[config.mk]
export PLATFORM = sky130hd
export DESIGN_NAME = if_fetch_buffer
export DESIGN_NICKNAME = d
export VERILOG_FILES = /design/src/rtl/if_fetch_buffer.sv
export SDC_FILE = /design/constraint.sdc
export NUM_CORES = 1
export LEC_CHECK = 0
export BUFFER_PORTS_ARGS = -buffer_cell sky130_fd_sc_hd__buf_2
export CAP_MARGIN = 25
export CORE_UTILIZATION = 37
export DETAILED_ROUTE_END_ITERATION = 8
export PLACE_DENSITY = 0.62
export SYNTH_ARGS = -nofsm -noshare
export SYNTH_HDL_FRONTEND = slang
export SYNTH_SLANG_ARGS = --single-unit
[constraint.sdc]
create_clock -name clk -period 3.95 [get_ports clk]
set_input_delay 0.395 -clock clk [delete_from_list [all_inputs] [get_ports clk]]
set_output_delay 0.395 -clock clk [all_outputs]
set_load 0.05 [all_outputs]
[src/rtl/if_fetch_buffer.sv]
// if_fetch_buffer: fetch-stage buffer between the PC register and ID.
// Each instruction-SRAM response arrives one cycle after its request. It is
// paired with its PC and queued in a small circular FIFO. The FIFO head is
// presented to ID with a valid/allow_in handshake.
// if_allow_in throttles the PC register so that no response can ever arrive
// while the buffer is full.
// A taken branch empties the buffer. It also drops the single response that
// was already in flight when the redirect happened.
// Optional build macro IF_ADEF_EN: tags misaligned fetch PCs with an adef flag
// and exposes that flag to ID.
module if_fetch_buffer #(
    parameter int BUF_DEPTH = 2,
    parameter int PC_W      = 32,
    parameter int INST_W    = 32
) (
    input  logic              clk,
    input  logic              resetn,
    input  logic              resp_valid,
    input  logic [PC_W-1:0]   resp_pc,
    input  logic [INST_W-1:0] inst_sram_rdata,
    input  logic              br_flush,
    input  logic              id_allow_in,
    output logic              if_allow_in,
    output logic              if_to_id_valid,
    output logic [PC_W-1:0]   if_to_id_pc,
    output logic [INST_W-1:0] if_to_id_inst
`ifdef IF_ADEF_EN
    ,
    output logic              if_to_id_adef
`endif
);

    localparam int PTR_W = (BUF_DEPTH > 1) ? $clog2(BUF_DEPTH) : 1;
    localparam int CNT_W = $clog2(BUF_DEPTH + 1);
    localparam logic [PTR_W-1:0] PTR_ONE   = PTR_W'(1);
    localparam logic [CNT_W-1:0] CNT_ONE   = CNT_W'(1);
    localparam logic [CNT_W:0]   DEPTH_LIM = (CNT_W + 1)'(BUF_DEPTH);

    logic [PTR_W-1:0]  rd_ptr_reg, rd_ptr_next;
    logic [PTR_W-1:0]  wr_ptr_reg, wr_ptr_next;
    logic [CNT_W-1:0]  count_reg, count_next;
    logic              drop_next_reg;
    logic              push;
    logic              pop;
    logic              not_empty;
    logic [CNT_W:0]    occupancy;
    logic [INST_W-1:0] wr_inst;

    logic [PC_W-1:0]   pc_mem   [BUF_DEPTH];
    logic [INST_W-1:0] inst_mem [BUF_DEPTH];

    assign not_empty = (count_reg != '0);

    // A response is dropped in the redirect cycle and in the cycle after it.
    // The second case covers a request that was issued before the redirect
    // reached the PC register.
    assign push = resetn & resp_valid & ~br_flush & ~drop_next_reg;
    assign pop  = not_empty & id_allow_in & ~br_flush;

    // Pops are ignored here on purpose. Counting the worst case (no pop)
    // guarantees that an accepted request's response always finds a free slot.
    assign occupancy   = {1'b0, count_reg} + {{CNT_W{1'b0}}, resp_valid};
    assign if_allow_in = resetn & (occupancy < DEPTH_LIM);

`ifdef IF_ADEF_EN
    logic adef_mem [BUF_DEPTH];
    logic wr_adef;

    assign wr_adef = (resp_pc[1:0] != 2'b00);
    assign wr_inst = wr_adef ? '0 : inst_sram_rdata;

    // Store the misalignment flag alongside each entry.
    always_ff @(posedge clk) begin
        if (push) begin
            adef_mem[wr_ptr_reg] <= wr_adef;
        end
    end

    // Expose the head flag only while the head entry is valid.
    always_comb begin
        if_to_id_adef = 1'b0;
        if (resetn && not_empty) begin
            if_to_id_adef = adef_mem[rd_ptr_reg];
        end
    end
`else
    assign wr_inst = inst_sram_rdata;
`endif

    // Entry storage: written only on an accepted push, so it needs no reset.
    always_ff @(posedge clk) begin
        if (push) begin
            pc_mem[wr_ptr_reg]   <= resp_pc;
            inst_mem[wr_ptr_reg] <= wr_inst;
        end
    end

    // Compute the next pointer and occupancy values. A flush overrides
    // push and pop.
    always_comb begin
        rd_ptr_next = rd_ptr_reg;
        wr_ptr_next = wr_ptr_reg;
        count_next  = count_reg;
        if (br_flush) begin
            rd_ptr_next = '0;
            wr_ptr_next = '0;
            count_next  = '0;
        end else begin
            if (push) begin
                wr_ptr_next = wr_ptr_reg + PTR_ONE;
            end
            if (pop) begin
                rd_ptr_next = rd_ptr_reg + PTR_ONE;
            end
            case ({push, pop})
                2'b10:   count_next = count_reg + CNT_ONE;
                2'b01:   count_next = count_reg - CNT_ONE;
                default: count_next = count_reg;
            endcase
        end
    end

    // Control state register. Reset has priority over everything else.
    always_ff @(posedge clk) begin
        if (!resetn) begin
            rd_ptr_reg    <= '0;
            wr_ptr_reg    <= '0;
            count_reg     <= '0;
            drop_next_reg <= 1'b0;
        end else begin
            rd_ptr_reg    <= rd_ptr_next;
            wr_ptr_reg    <= wr_ptr_next;
            count_reg     <= count_next;
            drop_next_reg <= br_flush;
        end
    end

    // Head presentation: read combinationally from the array, with zeros
    // when the buffer is empty.
    always_comb begin
        if_to_id_valid = not_empty;
        if_to_id_pc    = '0;
        if_to_id_inst  = '0;
        if (not_empty) begin
            if_to_id_pc   = pc_mem[rd_ptr_reg];
            if_to_id_inst = inst_mem[rd_ptr_reg];
        end
    end

endmodule
; ---- Yosys cells after proc, flatten, opt, wreduce, memory -nomap -nowiden
; Memories as Yosys holds them, arrays and structs flattened. A register that Yosys moved wholly into a read port is not among the register bits.
; Index checks and enable logic that the tools add are counted.
[totals]
ff_bits = 5
ram_bits = 128
word_cells = 35
n_memories = 2
[mem_list]
columns = memory, words, width, rd, rd_ports_with_merged_regs, wr, line
row1 = inst_mem, 2, 32, 1, 1, 1, 50  ; logic [INST_W-1:0] inst_mem [BUF_DEPTH];
row2 = pc_mem, 2, 32, 1, 1, 1, 49  ; logic [PC_W-1:0] pc_mem [BUF_DEPTH];
[classes]
addsub = 5
magnitude_cmp = 1
n_eq_ne = 2
muxes = 9
n_bitwise = 9
n_reduce_logical = 3
[op_table]
columns = operator, n
row1 = 32-bit 2-to-1 mux, 2
row2 = 1-bit bitwise AND, 6
row3 = 1-bit 2-to-1 mux, 6
row4 = 2-bit case mux with 2 select lines, 1
row5 = 2-bit nonzero test, 2
row6 = 2-bit by 1-bit adder with 3-bit output, 1
row7 = 3-bit by 2-bit < comparator with 1-bit output (second input constant), 1
row8 = 1-bit NOT, 3
row9 = 1-bit adder (second input constant), 2
row10 = 2-bit by 1-bit adder with 2-bit output (second input constant), 1
row11 = 2-bit by 1-bit == test with 1-bit output (second input constant), 1
row12 = 2-bit == test (second input constant), 1
row13 = 2-bit OR reduction, 1
row14 = 2-bit by 1-bit subtractor with 2-bit output (second input constant), 1

; ---- Longest topological paths before layout
[logic_depth]
word_depth = 5
ltp_mapped = 6
mapped_depth_nobuf = 6

; ---- Worst setup path after synthesis
; OpenSTA, ideal clock, no wires.
[synth_path]
path_kind = input-to-reg
start = input resp_valid
end = memory inst_mem[0][0] (enable)
arrival_time_ps = 3369
required_time_ps = 3464
path_slack_ps = 95
path_stages = 3
cell_sequence = nor2b_1 nand2_1 nor2_1
[synth_between]
elab_chain_cells = 5
[synth_rtl]
columns = element, line
row1 = from (decl), 18  ; input logic resp_valid,
row2 = 1-bit bitwise AND (3 in a row), 57  ; assign push = resetn & resp_valid & ~br_flush & ~drop_next_reg;
row3 = 1-bit 2-to-1 mux, 92  ; if (push) begin
row4 = 1-bit 2-to-1 mux (not written as such), 94  ; inst_mem[wr_ptr_reg] <= wr_inst;
row5 = to (decl), 50
; No other way between the ends.

; ---- Worst setup path in the final report
[layout_path]
start = register count_reg[0]
end = output if_to_id_inst[2]
[layout_between]
elab_chain_cells = 2
[layout_rtl]
columns = element, line
row1 = from (decl), 41  ; logic [CNT_W-1:0] count_reg, count_next;
row2 = from (signal assigned), 133  ; count_reg <= count_next;
row3 = 2-bit nonzero test, 52  ; assign not_empty = (count_reg != '0);
row4 = 32-bit 2-to-1 mux, 144  ; if (not_empty) begin
row5 = to (decl), 26  ; output logic [INST_W-1:0] if_to_id_inst
; No other way between the ends.

==> results.ini <==
[clock_tree]
root_buffer = clkbuf_16
clk_path_buf_depth = 2
clk_pin_slew_ns = 0.05
clk_latency_ns = 0.41
ctsResizeCount = 0
cts-buffers-inserted = 17
numClockSinks = 134
cts_tree = yes
cts_setup_buffers = 0
cts_hold_buf = 0
cts_htree_levels = 4

[setup_path]
end_kind = output pin
worstReg2RegEnd = inst_mem[0][13]$_DFFE_PP_
rr_startpoint = drop_next_reg$_SDFF_PN0_
crit_fanout = 39
reg2reg_depth = 4
cp_top_family = simple AND/OR/NAND/NOR gates
crit_buf_inv = 2
path_cells = nor2_4, buf_4, nor2_1, buf_2
cp.arrival_ns = 2.32
worstSetupPathType = flip-flop to output pin
crit_path_top_delay_cell = nor2_4
rrSetupSlack_ns = 1.89
required_ns = 3.56
start_kind = flip-flop
critPathMaxStageDelay_ns = 0.73

[final_layout]
num_antenna_cells = 0
syn_to_final_growth_pct = 26.9
nets = 513
fin_area_sq_um = 6440
layout.cells.non_filler = 629
utilization = 0.484
final_cell_mix = 134 x buf_2, 128 x edfxtp_1, 69 x nor2_1
final_common_cell = buf_2
drive_above_1_share = 0.360

[synthesis]
yosysTopAreaCellShare = 0.758
synthTopCellsByArea = edfxtp_1 76%, mux2i_1 13%, nor2_1 5.3%
synth-simple-area-share = 0.0607
synth_compound_area_frac = 0.00444
synth_adder_area_share = 0.00247
synth_top_area_cell = edfxtp_1
synth_xor_area_frac = 0.00691
synth.area.mux_share = 0.126
ys_types = 20
ys_warn_count = 0
synth_top_family_by_area = multiplexers
ys_seq_area_frac = 0.781
syn_area_per_cell_sq_um = 16.9
synth-seq-cells = 134
syn-cell-area_sq_um = 5070
syn_inst = 301
synth_fp_nets = 371

[power]
power_density_nw_per_um2 = 466
p_clk_frac = 0.427
p_switching_mw = 0.602
p_leak_nw = 2.37
p_int_mw = 2.40
pwr-share-comb = 0.043
p_seq_frac = 0.530
switching_share = 0.200
vdd_ir_drop_max_mv = 0.243

[run_status]
status = finished, final reports clean

[timing]
slew_headroom = 0.375
setup_viol = 0
fin_crit_ns = 2.72
worst_slew_pin_slew_ns = 0.936
drv_slew = 0
max_freq_mhz = 368
setup_ws_ns = 1.23
rsz0062_at_grt = false
skew_ns = 0.00507
finalCritPeriodShare = 0.688
setup-tns-final_ns = 0
finalHoldViolCount = 0

[routing]
wire_per_inst_microns = 14.6
drc_errors = 0
drtIter0Drc = 119
dr.pass1.iters = 4
drt-total-wl_microns = 9160
antenna_left = 0
num_vias = 2891
detail_route.vias_per_cell = 4.60

[global_route]
grt_pass1_vias = 2937
grt_max_degree = 65
grt_use_total = 0.139
overflow = 0
antenna_found_initial = 1
grt_pass1_wl_microns = 14500

[placed_design]
placed_cell_area_sq_um = 5960
pre_cts_slack_ns = 1.60
gp_congestion = 0.707
portBuffers = 134
place_inst = 600
dp_hpwl_microns = 5650

[min_path]
hold_path_depth = 1
min-delay-start = inst_sram_rdata[3]
hold_path.class = primary input to flip-flop
worstHoldEndpoint = inst_mem[0][3]$_DFFE_PP_

[die]
die_h_microns = 119
ios = 135
die_area_sq_um = 14200
rows = 42
start_util = 0.382
core_sq_um = 13300
fp.dieW_microns = 119

[flow_run]
cap_violations = 0

power by group through the flow:
stage | clock network [mW] | registers [mW] | logic (mW)
after floorplan | 0 | 1.62 | 0.0691
after global placement | 0 | 1.62 | 0.127
after detailed placement | 0 | 1.62 | 0.132
after CTS | 1.32 | 1.59 | 0.133
after global routing | 1.38 | 1.59 | 0.141
final | 1.28 | 1.59 | 0.130
how the worst max path moves through the flow:
stage	start	endpoint	depth (start not counted)
final	count_reg[0]$_SDFFE_PP0P_	if_to_id_inst[2]	4
after detailed placement	count_reg[0]$_SDFFE_PP0P_	if_to_id_inst[2]	4
after CTS	count_reg[0]$_SDFFE_PP0P_	if_to_id_inst[2]	4
after global routing	count_reg[0]$_SDFFE_PP0P_	if_to_id_inst[2]	4
after global placement	count_reg[0]$_SDFFE_PP0P_	if_to_id_inst[2]	4
after floorplan	resp_valid	inst_mem[0][0]$_DFFE_PP_	3
logic make-up after synthesis:
kind of cell,after synthesis
flip-flops,134
AND/OR/NAND/NOR,78
multiplexers,64
buffers and inverters,16
AO/OA/AOI/OAI,4
XOR/XNOR,4
adder cells (fa/ha/maj),1
worst reg2reg max path, delay by kind of cell (launching register included):
kind          cells  cell delay (ns)
buf+inv           1             0.33
simple gates      3             1.10
flops             1             0.30
cell type report:
cell class | instances | area (sq um)
fillers | 1198 | 6860
inverters | 2 | 7.51
well taps | 176 | 220
repair buffers | 137 | 726
flip-flops and latches | 134 | 3970
multi-input cells | 151 | 1040
clock buffers | 20 | 437
clock inverters | 9 | 40.0
cell usage after synthesis (all sizes together):
cell / count
and3: 1
ha: 1
inv: 2
a21oi: 1
o21ai: 2
mux2i: 64
nand2: 1
edfxtp: 128
xor2: 2
or3: 1
clkbuf: 1
a211oi: 1
nor2: 71
and2: 1
buf: 13
nor2b: 2
xnor2: 2
nand2b: 1
dfxtp: 6
metal layers:
metal | vias to the layer above | wire [microns] | GRT usage
met5 | - | 0 | 0
met4 | 0 | 195 | 0.0759
met3 | 13 | 591 | 0.0489
met2 | 103 | 4470 | 0.230
met1 | 1386 | 3900 | 0.157
li1 | 1389 | - | -
metrics by stage:
step	hold slack [ns]	power (mW)
4_1_cts	0.144	3.04
3_3_place_gp	0.489	1.75
6_report	0.168	3.00
2_1_floorplan	0.472	1.69
3_5_place_dp	0.498	1.75
5_1_grt	0.149	3.11
Power figures use the tool's default switching activity.
